<file path="config.mk">
export PLATFORM = sky130hd
export DESIGN_NAME = bus_sequencer
export DESIGN_NICKNAME = d
export VERILOG_FILES = /design/src/rtl/bus_seq_pkg.sv /design/src/rtl/onehot_dec.sv /design/src/rtl/bus_sequencer.sv
export SDC_FILE = /design/constraint.sdc
export NUM_CORES = 1
export LEC_CHECK = 0
export ABC_AREA = 1
export CELL_PAD_IN_SITES_DETAIL_PLACEMENT = 1
export CELL_PAD_IN_SITES_GLOBAL_PLACEMENT = 2
export CORE_MARGIN = 2
export CORE_UTILIZATION = 21
export CTS_CLUSTER_SIZE = 28
export DETAILED_ROUTE_END_ITERATION = 8
export PLACE_DENSITY = 0.87
export SLEW_MARGIN = 20
export SYNTH_ARGS = -nofsm -noshare
export SYNTH_HDL_FRONTEND = slang
export SYNTH_SLANG_ARGS = --single-unit
</file>
<file path="constraint.sdc">
create_clock -name clk -period 2.6 [get_ports clk]
set_clock_uncertainty 0.1 [all_clocks]
set_input_delay 0.52 -clock clk [delete_from_list [all_inputs] [get_ports clk]]
set_output_delay 0.52 -clock clk [all_outputs]
set_load 0.01 [all_outputs]
</file>
<file path="src/rtl/bus_seq_pkg.sv">
// rtl/bus_seq_pkg.sv - opcode and state encodings shared by the bus sequencer
package bus_seq_pkg;

  typedef enum logic [1:0] {
    S_IDLE = 2'd0,
    S_T1   = 2'd1,
    S_T2   = 2'd2,
    S_T3   = 2'd3
  } state_t;

  localparam logic [3:0] OP_LOAD = 4'b0001;
  localparam logic [3:0] OP_MOVE = 4'b0010;
  localparam logic [3:0] OP_ADD  = 4'b0011;
  localparam logic [3:0] OP_SUB  = 4'b0100;
  localparam logic [3:0] OP_XOR  = 4'b0101;

  function automatic logic is_alu_op(input logic [3:0] f);
    return (f == OP_ADD) || (f == OP_SUB) || (f == OP_XOR);
  endfunction

endpackage

</file>
<file path="src/rtl/onehot_dec.sv">
// rtl/onehot_dec.sv - SEL_W-bit index to N-bit one-hot with enable
// Indices at or beyond N decode to all zeros rather than wrapping.
module onehot_dec #(
  parameter int SEL_W = 3,
  parameter int N     = 8
) (
  input  logic             i_en,
  input  logic [SEL_W-1:0] i_sel,
  output logic [N-1:0]     o_onehot
);

  always_comb begin
    o_onehot = '0;
    for (int i = 0; i < N; i++) begin
      o_onehot[i] = i_en && (i_sel == SEL_W'(i));
    end
  end

endmodule

</file>
<file path="src/rtl/bus_sequencer.sv">
// rtl/bus_sequencer.sv - multi-cycle control unit for the shared-bus datapath
// One instruction per start/done handshake; at most one bus driver per cycle.
module bus_sequencer
  import bus_seq_pkg::*;
#(
  parameter int NREG  = 8,
  parameter int SEL_W = 3
) (
  input  logic             clk,
  input  logic             reset,
  input  logic             start,
  input  logic [3:0]       func,
  input  logic [SEL_W-1:0] rx_sel,
  input  logic [SEL_W-1:0] ry_sel,
  output logic             busy,
  output logic             done,
  output logic             illegal,
  output logic             data_out,
  output logic [NREG-1:0]  R_in,
  output logic [NREG-1:0]  R_out,
  output logic             A_in,
  output logic             G_in,
  output logic             G_out,
  output logic             AddSub,
  output logic             XOR_enable
);

  localparam logic [SEL_W:0] NREG_LIM = (SEL_W + 1)'(NREG);

  state_t           r_state;
  state_t           w_next;
  logic [3:0]       r_func;
  logic [SEL_W-1:0] r_rx;
  logic [SEL_W-1:0] r_ry;

  logic             w_rx_ok;
  logic             w_ry_ok;
  logic             w_bad;
  logic             w_rin_en;
  logic             w_rout_en;
  logic [SEL_W-1:0] w_rout_sel;

  assign w_rx_ok = {1'b0, r_rx} < NREG_LIM;
  assign w_ry_ok = {1'b0, r_ry} < NREG_LIM;

  // An index only makes the instruction illegal if that operand is used.
  always_comb begin
    w_bad = 1'b1;
    if (r_func == OP_LOAD) begin
      w_bad = !w_rx_ok;
    end else if (r_func == OP_MOVE || is_alu_op(r_func)) begin
      w_bad = !(w_rx_ok && w_ry_ok);
    end
  end

  always_ff @(posedge clk) begin
    if (reset) begin
      r_state <= S_IDLE;
      r_func  <= '0;
      r_rx    <= '0;
      r_ry    <= '0;
    end else begin
      r_state <= w_next;
      if (r_state == S_IDLE && start) begin
        r_func <= func;
        r_rx   <= rx_sel;
        r_ry   <= ry_sel;
      end
    end
  end

  always_comb begin
    w_next     = r_state;
    w_rin_en   = 1'b0;
    w_rout_en  = 1'b0;
    w_rout_sel = r_rx;
    busy       = (r_state != S_IDLE);
    done       = 1'b0;
    illegal    = 1'b0;
    data_out   = 1'b0;
    A_in       = 1'b0;
    G_in       = 1'b0;
    G_out      = 1'b0;
    AddSub     = 1'b0;
    XOR_enable = 1'b0;
    case (r_state)
      S_IDLE: begin
        if (start) w_next = S_T1;
      end
      S_T1: begin
        if (w_bad) begin
          done    = 1'b1;
          illegal = 1'b1;
          w_next  = S_IDLE;
        end else if (r_func == OP_LOAD) begin
          data_out = 1'b1;
          w_rin_en = 1'b1;
          done     = 1'b1;
          w_next   = S_IDLE;
        end else if (r_func == OP_MOVE) begin
          w_rout_en  = 1'b1;
          w_rout_sel = r_ry;
          w_rin_en   = 1'b1;
          done       = 1'b1;
          w_next     = S_IDLE;
        end else begin
          w_rout_en = 1'b1;
          A_in      = 1'b1;
          w_next    = S_T2;
        end
      end
      S_T2: begin
        w_rout_en  = 1'b1;
        w_rout_sel = r_ry;
        G_in       = 1'b1;
        AddSub     = (r_func == OP_SUB);
        XOR_enable = (r_func == OP_XOR);
        w_next     = S_T3;
      end
      S_T3: begin
        G_out    = 1'b1;
        w_rin_en = 1'b1;
        done     = 1'b1;
        w_next   = S_IDLE;
      end
      default: w_next = S_IDLE;
    endcase
    // The reset cycle must not load a register or signal completion.
    if (reset) begin
      w_rin_en   = 1'b0;
      w_rout_en  = 1'b0;
      busy       = 1'b0;
      done       = 1'b0;
      illegal    = 1'b0;
      data_out   = 1'b0;
      A_in       = 1'b0;
      G_in       = 1'b0;
      G_out      = 1'b0;
      AddSub     = 1'b0;
      XOR_enable = 1'b0;
    end
  end

  onehot_dec #(.SEL_W(SEL_W), .N(NREG)) u_rin_dec (
    .i_en     (w_rin_en),
    .i_sel    (r_rx),
    .o_onehot (R_in)
  );

  onehot_dec #(.SEL_W(SEL_W), .N(NREG)) u_rout_dec (
    .i_en     (w_rout_en),
    .i_sel    (w_rout_sel),
    .o_onehot (R_out)
  );

endmodule

</file>
-- Yosys cells after proc, flatten, opt, wreduce, memory -nomap -nowiden
Cells that the tools add are included.
- shift operators: 0
- $mul: 0
- div/mod/pow operators: 0
- add/sub/neg operators: 0
- magnitude comparators: 0
- bitwise logic cells: 0
- reduce and logical (&&, ||, !) cells: 24
- eq/ne operators: 23
- mux-type cells: 44
- operator list (kind ; number):
    1-bit 2-to-1 mux ; 32
    3-bit equality test (second input constant) ; 8
    1-bit logical AND ; 17
    3-bit by 2-bit equality test with 1-bit output (second input constant) ; 4
    3-bit 2-to-1 mux ; 3
    4-bit by 2-bit equality test with 1-bit output (second input constant) ; 2
    4-bit by 3-bit equality test with 1-bit output (second input constant) ; 2
    2-bit 2-to-1 mux ; 4
    2-bit case mux with 4 select lines ; 1
    3-bit by 1-bit equality test with 1-bit output (second input constant) ; 2
    3-bit logical NOT ; 2
    1-bit case mux with 2 select lines ; 3
    3-bit case mux with 2 select lines ; 1
    2-bit equality test (second input constant) ; 2
    4-bit by 1-bit equality test with 1-bit output (second input constant) ; 1
    1-bit logical OR ; 3
    2-bit by 1-bit equality test with 1-bit output (second input constant) ; 1
    2-bit logical NOT ; 1
    2-bit inequality test (second input constant) ; 1
    2-bit nonzero test ; 1
- word-level logic and storage cells: 95
- latch bits: 0
- bits in writable memories: 0
- output and inout port bits: 25
- memory bits (read-only): 0
- bits in registers: 12
- input bits: 13
- memories: 0

-- Logic depth before layout (Yosys ltp)
- depth after elaboration: 10
- mapped depth: 10
- depth with buffers taken out: 10

-- Cells and area by module
From an unflattened synthesis, not the netlist that was laid out.
- cell total of the unflattened synthesis: 139
- area, all modules: 829.5 µm²
- by module, submodules not included (module ; area an instance (µm²) ; sequential area each (µm²) ; cells each ; instances):
    bus_sequencer ; 701.9 ; 240.2 ; 105 ; 1
    onehot_dec ; 63.8 ; 0.0 ; 17 ; 2

-- Least setup slack after synthesis
Ideal clock, no wire load.
- path type: reg-to-output
- start: reg r_state[0]
- end: out R_out[0]
- slack: 0.706 ns
- arrival time: 1.274 ns
- path buffers: 0
- cell stages (with the launch flop): 10
- data required time: 1.980 ns
- path through: dfxtp_1 -> inv_1 -> ha_1 -> nand2_1 -> inv_1 -> nand2_1 -> nand2_2 -> inv_2 -> nand2_2 -> nor2_1
- longest elaborated chain between the ends: 4
- RTL lines (item ; RTL line ; text):
    start: declaration ; bus_sequencer.sv:30 ; state_t r_state;
    start signal: assignment ; bus_sequencer.sv:63 ; r_state <= w_next;
    2-bit equality test / 2-bit by 1-bit equality test with 1-bit output (equally long branches) ; bus_sequencer.sv:86 ; case (r_state)
    3-bit case mux with 2 select lines / 1-bit case mux with 2 select lines (equally long branches) ; bus_sequencer.sv:86 ;
    3-bit logical NOT / 1-bit 2-to-1 mux (equally long branches) ; onehot_dec.sv:15, bus_sequencer.sv:129 ;
    1-bit logical AND * ; onehot_dec.sv:15 ; o_onehot[i] = i_en && (i_sel == SEL_W'(i));
    end: declaration ; bus_sequencer.sv:20 ; output logic [NREG-1:0] R_out,
Mark *: on every way between the ends. The rest lies on a longest branch, timed or not.

-- Worst setup path after layout
- start: in reset
- end: out A_in
- longest elaborated chain between the ends: 1
- RTL lines (item ; RTL line ; text):
    start: declaration ; bus_sequencer.sv:10 ; input logic reset,
    1-bit 2-to-1 mux ; bus_sequencer.sv:129 ; if (reset) begin
    end: declaration ; bus_sequencer.sv:21 ; output logic A_in,
Every way passes these cells.

==> metrics.yaml <==
global_routing:
  grt_max_degree: 17
  grt.met2_usage_pct: 25.74
  grt_first_pass_wirelength_um: 4388
  global_route.usage.total_pct: 12.91
  groute.layer.met3.usage_pct: 1.000
  final_global_route_overflow_total: 0
  grt_use_met1_pct: 12.78
  vias_in_the_first_global_route: 1034
  grt_antenna_before_repair: 0
  grt_most_used_layer: "met2"
timing:
  fmax_mhz: 394.2
  slew_headroom_pct: 70.75
  final_period_minus_worst_setup_slack_ns: 2.536
  worst_case_hold_slack_ns: 0.3968
  final-max-slew-violation-count: 0
  grt_setup_unrepaired: "false"
  timing_hold_violations_final: 0
  post-route-period-util_pct: 97.56
  setup_total_negative_slack_ns: 0
  slew_at_the_pin_closest_to_its_max_slew_limit_ns: 0.4377
  finalSetupViolCount: 0
die:
  die_width_um: 67.42
  fp.dieArea_sq_um: 4545
  io_pins: 38
  initial_utilization_pct: 21.42
  fp-row-count: 23
  floorplan.core_area_sq_um: 3943
  die_h_um: 67.42
cts:
  cts.hold.buffers_added: 0
  htree_num_levels: 1
  clock-sinks: 12
  clockRootBuffer: "sky130_fd_sc_hd__clkbuf_8"
  cts_buffers: 3
  clock_insertion_delay_worst_skew_ns: 0.24
  tritoncts_clock_tree: "yes"
  post_cts_buffers: 0
  clk_pin_slew_ns: 0.05
  cts_max_path_buffers: 2
synthesis:
  synth.distinct_cells: 19
  synth_area_per_cell_sq_um: 6.076
  synthDominantAreaCellType: "sky130_fd_sc_hd__dfxtp_1"
  synth.ff_latch_count: 12
  synth_sequential_area_ratio_pct: 28.44
  synth.cell_area_sq_um: 844.6
  netlist_instances: 139
  synth-warning-count: 0
  synth_area_leaders: "sky130_fd_sc_hd__dfxtp_1 (28%), sky130_fd_sc_hd__nand2_1 (13%), sky130_fd_sc_hd__nor2_1 (13%), sky130_fd_sc_hd__o21ai_0 (7.1%), sky130_fd_sc_hd__inv_1 (7.1%)"
  synth_nets: 156
  synth.top_cell.area_share_pct: 28.44
power:
  total_leakage_power_nw: 0.7167
  powerDensity_nw_per_um2: 597.9
  power_mw: 0.8237
  peakVddDrop_mv: 0.2458
setup_path:
  crit_path_max_fanout: 4
  setup_crit_start_kind: "primary input"
  setup.worst_path.class: "in -> out"
  worst-endpoint-required_ns: 1.98
  setup.worst_path.end_class: "output port"
  critical_path_arrival_ns: 1.92
final_layout:
  layout-area-overhead-vs-synth_pct: 63.11
  multi_input_area_sq_um: 546.8
  design.final.nets: 201
  mostFrequentLayoutCells: "sky130_fd_sc_hd__nand2_1 (30), sky130_fd_sc_hd__nor2_1 (30), sky130_fd_sc_hd__clkdlybuf4s50_1 (17)"
  fillerInstances: 512
  insertedDiodeCount: 0
  layout.area.seq_sq_um: 241.5
  final_util_pct: 34.94
  layout_cell_share_with_drive_strength_beyond_1_pct: 16.94
drt:
  post-route-drc-count: 0
  wl_per_cell_um: 11.49
  vias_per_cell: 4.313
  routed_wirelength_um: 2678
  dr_total_vias: 1005
  detail_route.iter0.violations: 6
  drt.antenna.violating_nets: 0
  drt_pre_antenna_iters: 3
job:
  max_cap_violations: 0
run_status:
  status: "complete, no violations"
placement:
  place.port_buffers: 37
  finalWeightedCongestion: 0.7487
  half_perimeter_wire_length_of_the_detailed_placement_result_um: 2241
min_path:
  holdCritPathClass: "reg -> reg"
through the flow:
stage	std cells	area, sq um	setup slack (ns)
CTS	233	1358	-0.06598
global placement	229	1308	-0.1160
floorplan	139	844.6	0.7057
global route	233	1378	0.005737
finish	233	1378	0.06351
detailed placement	229	1308	-0.2375
cell type report:
class | count | area share, %
clock buffer | 4 | 3.996
inverter | 20 | 5.450
multi-input combinational | 105 | 39.69
sequential | 12 | 17.53
tap | 50 | 4.541
timing repair buffer | 42 | 28.79
critical path: stages:
cell                              delay (ns)
sky130_fd_sc_hd__clkdlybuf4s50_1        0.44
sky130_fd_sc_hd__buf_4                  0.16
sky130_fd_sc_hd__or2_1                  0.21
sky130_fd_sc_hd__inv_1                  0.05
sky130_fd_sc_hd__clkdlybuf4s50_1        0.53
cell usage after synthesis:
cell type	instances
sky130_fd_sc_hd__or2_1	1
sky130_fd_sc_hd__inv_1	16
sky130_fd_sc_hd__o21ai_0	12
sky130_fd_sc_hd__nor2_1	30
sky130_fd_sc_hd__nand3_2	1
sky130_fd_sc_hd__a21oi_4	1
sky130_fd_sc_hd__a21oi_1	7
sky130_fd_sc_hd__nand3_1	4
sky130_fd_sc_hd__nand4_1	1
sky130_fd_sc_hd__ha_1	4
sky130_fd_sc_hd__a31oi_1	2
sky130_fd_sc_hd__inv_2	4
sky130_fd_sc_hd__nand2_1	30
sky130_fd_sc_hd__nor2_2	1
sky130_fd_sc_hd__nand2_2	9
sky130_fd_sc_hd__clkbuf_1	2
sky130_fd_sc_hd__nor4_1	1
sky130_fd_sc_hd__nor2_4	1
sky130_fd_sc_hd__dfxtp_1	12
worst paths after layout:
kind         slack [ns]  depth (start not counted)       to      from
max                0.06                          5     A_in     reset
min                0.40                          2  r_ry[1]   r_ry[1]
max reg2reg        1.01                          6  r_ry[2]  register
min reg2reg        0.40                          2  r_ry[1]   r_ry[1]
power breakdown:
group,internal (mW),switching [mW]
registers,0.221,0.0379
logic,0.151,0.213
clock network,0.134,0.0677
timing repair:
action                     in CTS  in global routing
pin swaps                       0                  1
cloned                          0                  0
gates resized for setup        23                  6
setup endpoints to repair      19                  6
metal layers:
| layer | vias to the layer above | wire length, um |
|---|---|---|
| li1 | 523 | - |
| met1 | 456 | 1080 |
| met2 | 21 | 1438 |
| met3 | 5 | 91 |
| met4 | 0 | 67 |
| met5 | - | 0 |
registers in the layout, summed over array words and instances, names as in the netlist, named ones only:
| name | count |
|---|---|
| r_rx | 3 |
| r_func | 4 |
| r_ry | 3 |
| r_state | 1 |
cell families after synthesis:
logic type                 Yosys count  share of synthesized area (%)
and+or+nand+nor                     79                          41.19
AOI/OAI and AO/OA                   22                          14.67
buffers and inverters               22                          9.778
DFF                                 12                          28.44
adders and majority gates            4                          5.926
Power figures use the tool's default switching activity.
==> patch (config.mk and constraints unchanged) <==
Add an input register stage for `start`, `func`, `rx_sel` and `ry_sel`, with the module's reset; this delays them by one clock. Comments in the files are not updated.
--- a/src/rtl/bus_sequencer.sv
+++ b/src/rtl/bus_sequencer.sv
@@ -26,6 +26,25 @@
 );
 
   localparam logic [SEL_W:0] NREG_LIM = (SEL_W + 1)'(NREG);
+
+  logic start_q;
+  logic [3:0] func_q;
+  logic [SEL_W-1:0] rx_sel_q;
+  logic [SEL_W-1:0] ry_sel_q;
+
+  always_ff @(posedge clk) begin
+    if (reset) begin
+      start_q  <= '0;
+      func_q   <= '0;
+      rx_sel_q <= '0;
+      ry_sel_q <= '0;
+    end else begin
+      start_q  <= start;
+      func_q   <= func;
+      rx_sel_q <= rx_sel;
+      ry_sel_q <= ry_sel;
+    end
+  end
 
   state_t           r_state;
   state_t           w_next;
@@ -61,10 +80,10 @@
       r_ry    <= '0;
     end else begin
       r_state <= w_next;
-      if (r_state == S_IDLE && start) begin
-        r_func <= func;
-        r_rx   <= rx_sel;
-        r_ry   <= ry_sel;
+      if (r_state == S_IDLE && start_q) begin
+        r_func <= func_q;
+        r_rx   <= rx_sel_q;
+        r_ry   <= ry_sel_q;
       end
     end
   end
@@ -85,7 +104,7 @@
     XOR_enable = 1'b0;
     case (r_state)
       S_IDLE: begin
-        if (start) w_next = S_T1;
+        if (start_q) w_next = S_T1;
       end
       S_T1: begin
         if (w_bad) begin
Function: changed (a bounded check fails within 4 cycles, from zero or initial values and one cycle with reset high).
==> patch against the unedited design <==
  * Cell area rose by 23%
  * Power rose by 30%
  * Setup slack got worse by 0.0066 ns
  * Synthesized area rose by 37%
  * Sequential cell count rose by 11
  * Sequential power rose by 69%
  * Die area rose by 35%
  * Cell count rose by 24%
  * Wire length rose by 2.5%
  * Via count rose by 11%
==> patch: results (changes against the unedited design) <==
Status
  • Status: finished, final reports clean

Placed design
  • Gpl congestion: 0.7482 (about the same)
  • Placed standard-cell area: 1645 sq um (+26%)
  • I/O Buffers: 37 (unchanged)
  • Post-DP HPWL: 2.283 mm (+1.9%)

Drt
  • Via Count: 1113 (+11%)
  • DR pass1 iterations: 4 (+1)
  • Initial DRC count: 26 (+20)
  • Final wirelength: 2.745 mm (+2.5%)

Global route
  • Total track usage: 9.370% (-3.5 points)
  • Global-route wire length before repair: 4.664 mm (+6.3%)
  • Initial antenna violation count: 0 (unchanged)

Layout
  • Largest regs: func_q (4), r_func (4)
  • Share of layout cells above drive strength 1: 16.13% (-0.81 points)
  • Final Non-Filler Cells: 289 (+24%)
  • Post-layout net count: 235 (+17%)
  • Ant diodes: 0 (unchanged)

STA
  • Rel. slew slack: 70.78% (about the same)
  • Worst hold-check slack: 0.3823 ns (-0.01457 ns)

Yosys
  • Library cells used by synthesis: 21 (+2)
  • Register area share after synthesis: 39.83% (+11 points)
  • Mapped Cells: 174 (+25%)
  • Compound-Gate Fraction of Synth Area: 10.06% (-4.6 points)
  • Area contributors post-synth: dfxtp_1 40%, nor2_1 14%, nand2_1 9.7%
  • Syn nets: 191 (+22%)
  • Adder-Cell Fraction of Synth Area: 4.329% (-1.6 points)
  • Synth top cells by count: 43 x nor2_1, 30 x nand2_1, 27 x inv_1
  • Post-synthesis mux area share: 0% (unchanged)

Clocking
  • CTS Buffer Depth: 2 (unchanged)
  • CTS resizes: 23 (unchanged)
  • H-tree depth: 1 (unchanged)
  • Clk slew on worst S/H paths: 0.08 ns (+0.03 ns)
  • Postcts setup bufs: 0 (unchanged)

Power
  • Leak: 0.8866 nW (+24%)
  • VDD IR max: 0.1898 mV (-23%)

Critical path
  • Critical path fanouts, max: 16 (+12)

Min path
  • Worst hold path class: flop to flop
-- patch: final cells by class --
cell class / instances / area (sq um)
fillers: 703 / 3707
multi-input cells: 116 / 590.6
flip-flops and latches: 23 / 460.4
repair buffers: 43 / 395.4
inverters: 31 / 116.4
well taps: 72 / 90.09
clock buffers: 4 / 45.04
-- patch: metrics by stage --
step / worst slack, ns / TNS (ns) / total power, mW
4_1_cts: 0.0004665 / 0 / 1.078
2_1_floorplan: 0.7054 / 0 / 0.6958
3_5_place_dp: -0.2294 / -2.931 / 0.8394
3_3_place_gp: -0.1825 / -2.246 / 0.8314
5_1_grt: -0.007816 / -0.007816 / 1.164
6_report: 0.05695 / 0 / 1.072
-- patch: power by group --
group          switching, mW  internal (mW)
registers             0.0399          0.397
clock network          0.104          0.109
logic                  0.240          0.182
-- patch: worst max-delay path, cell delays in order --
cell	delay, ns
clkdlybuf4s50_1	0.45
buf_6	0.17
nor2_1	0.14
buf_4	0.12
clkdlybuf4s50_1	0.52
-- patch: layer usage --
metal,up-vias,wire length [um],global-route usage (%)
met1,482,1173,10.63
met4,0,40,4.737
met3,2,90,0.9195
met5,-,0,0
li1,611,-,-
met2,18,1440,17.33
-- patch: final timing paths --
| path | startpoint | end | depth (start not counted) |
|---|---|---|---|
| worst max-delay path | reset | G_in | 5 |
| worst min-delay path | ry_sel_q[1]$_SDFF_PP0_ | r_ry[1]$_SDFFE_PP0P_ | 2 |
| worst max register to register | r_state[0]$_SDFFE_PP0P_ | r_ry[0]$_SDFFE_PP0P_ | 6 |
| worst min register to register | ry_sel_q[1]$_SDFF_PP0_ | r_ry[1]$_SDFFE_PP0P_ | 2 |
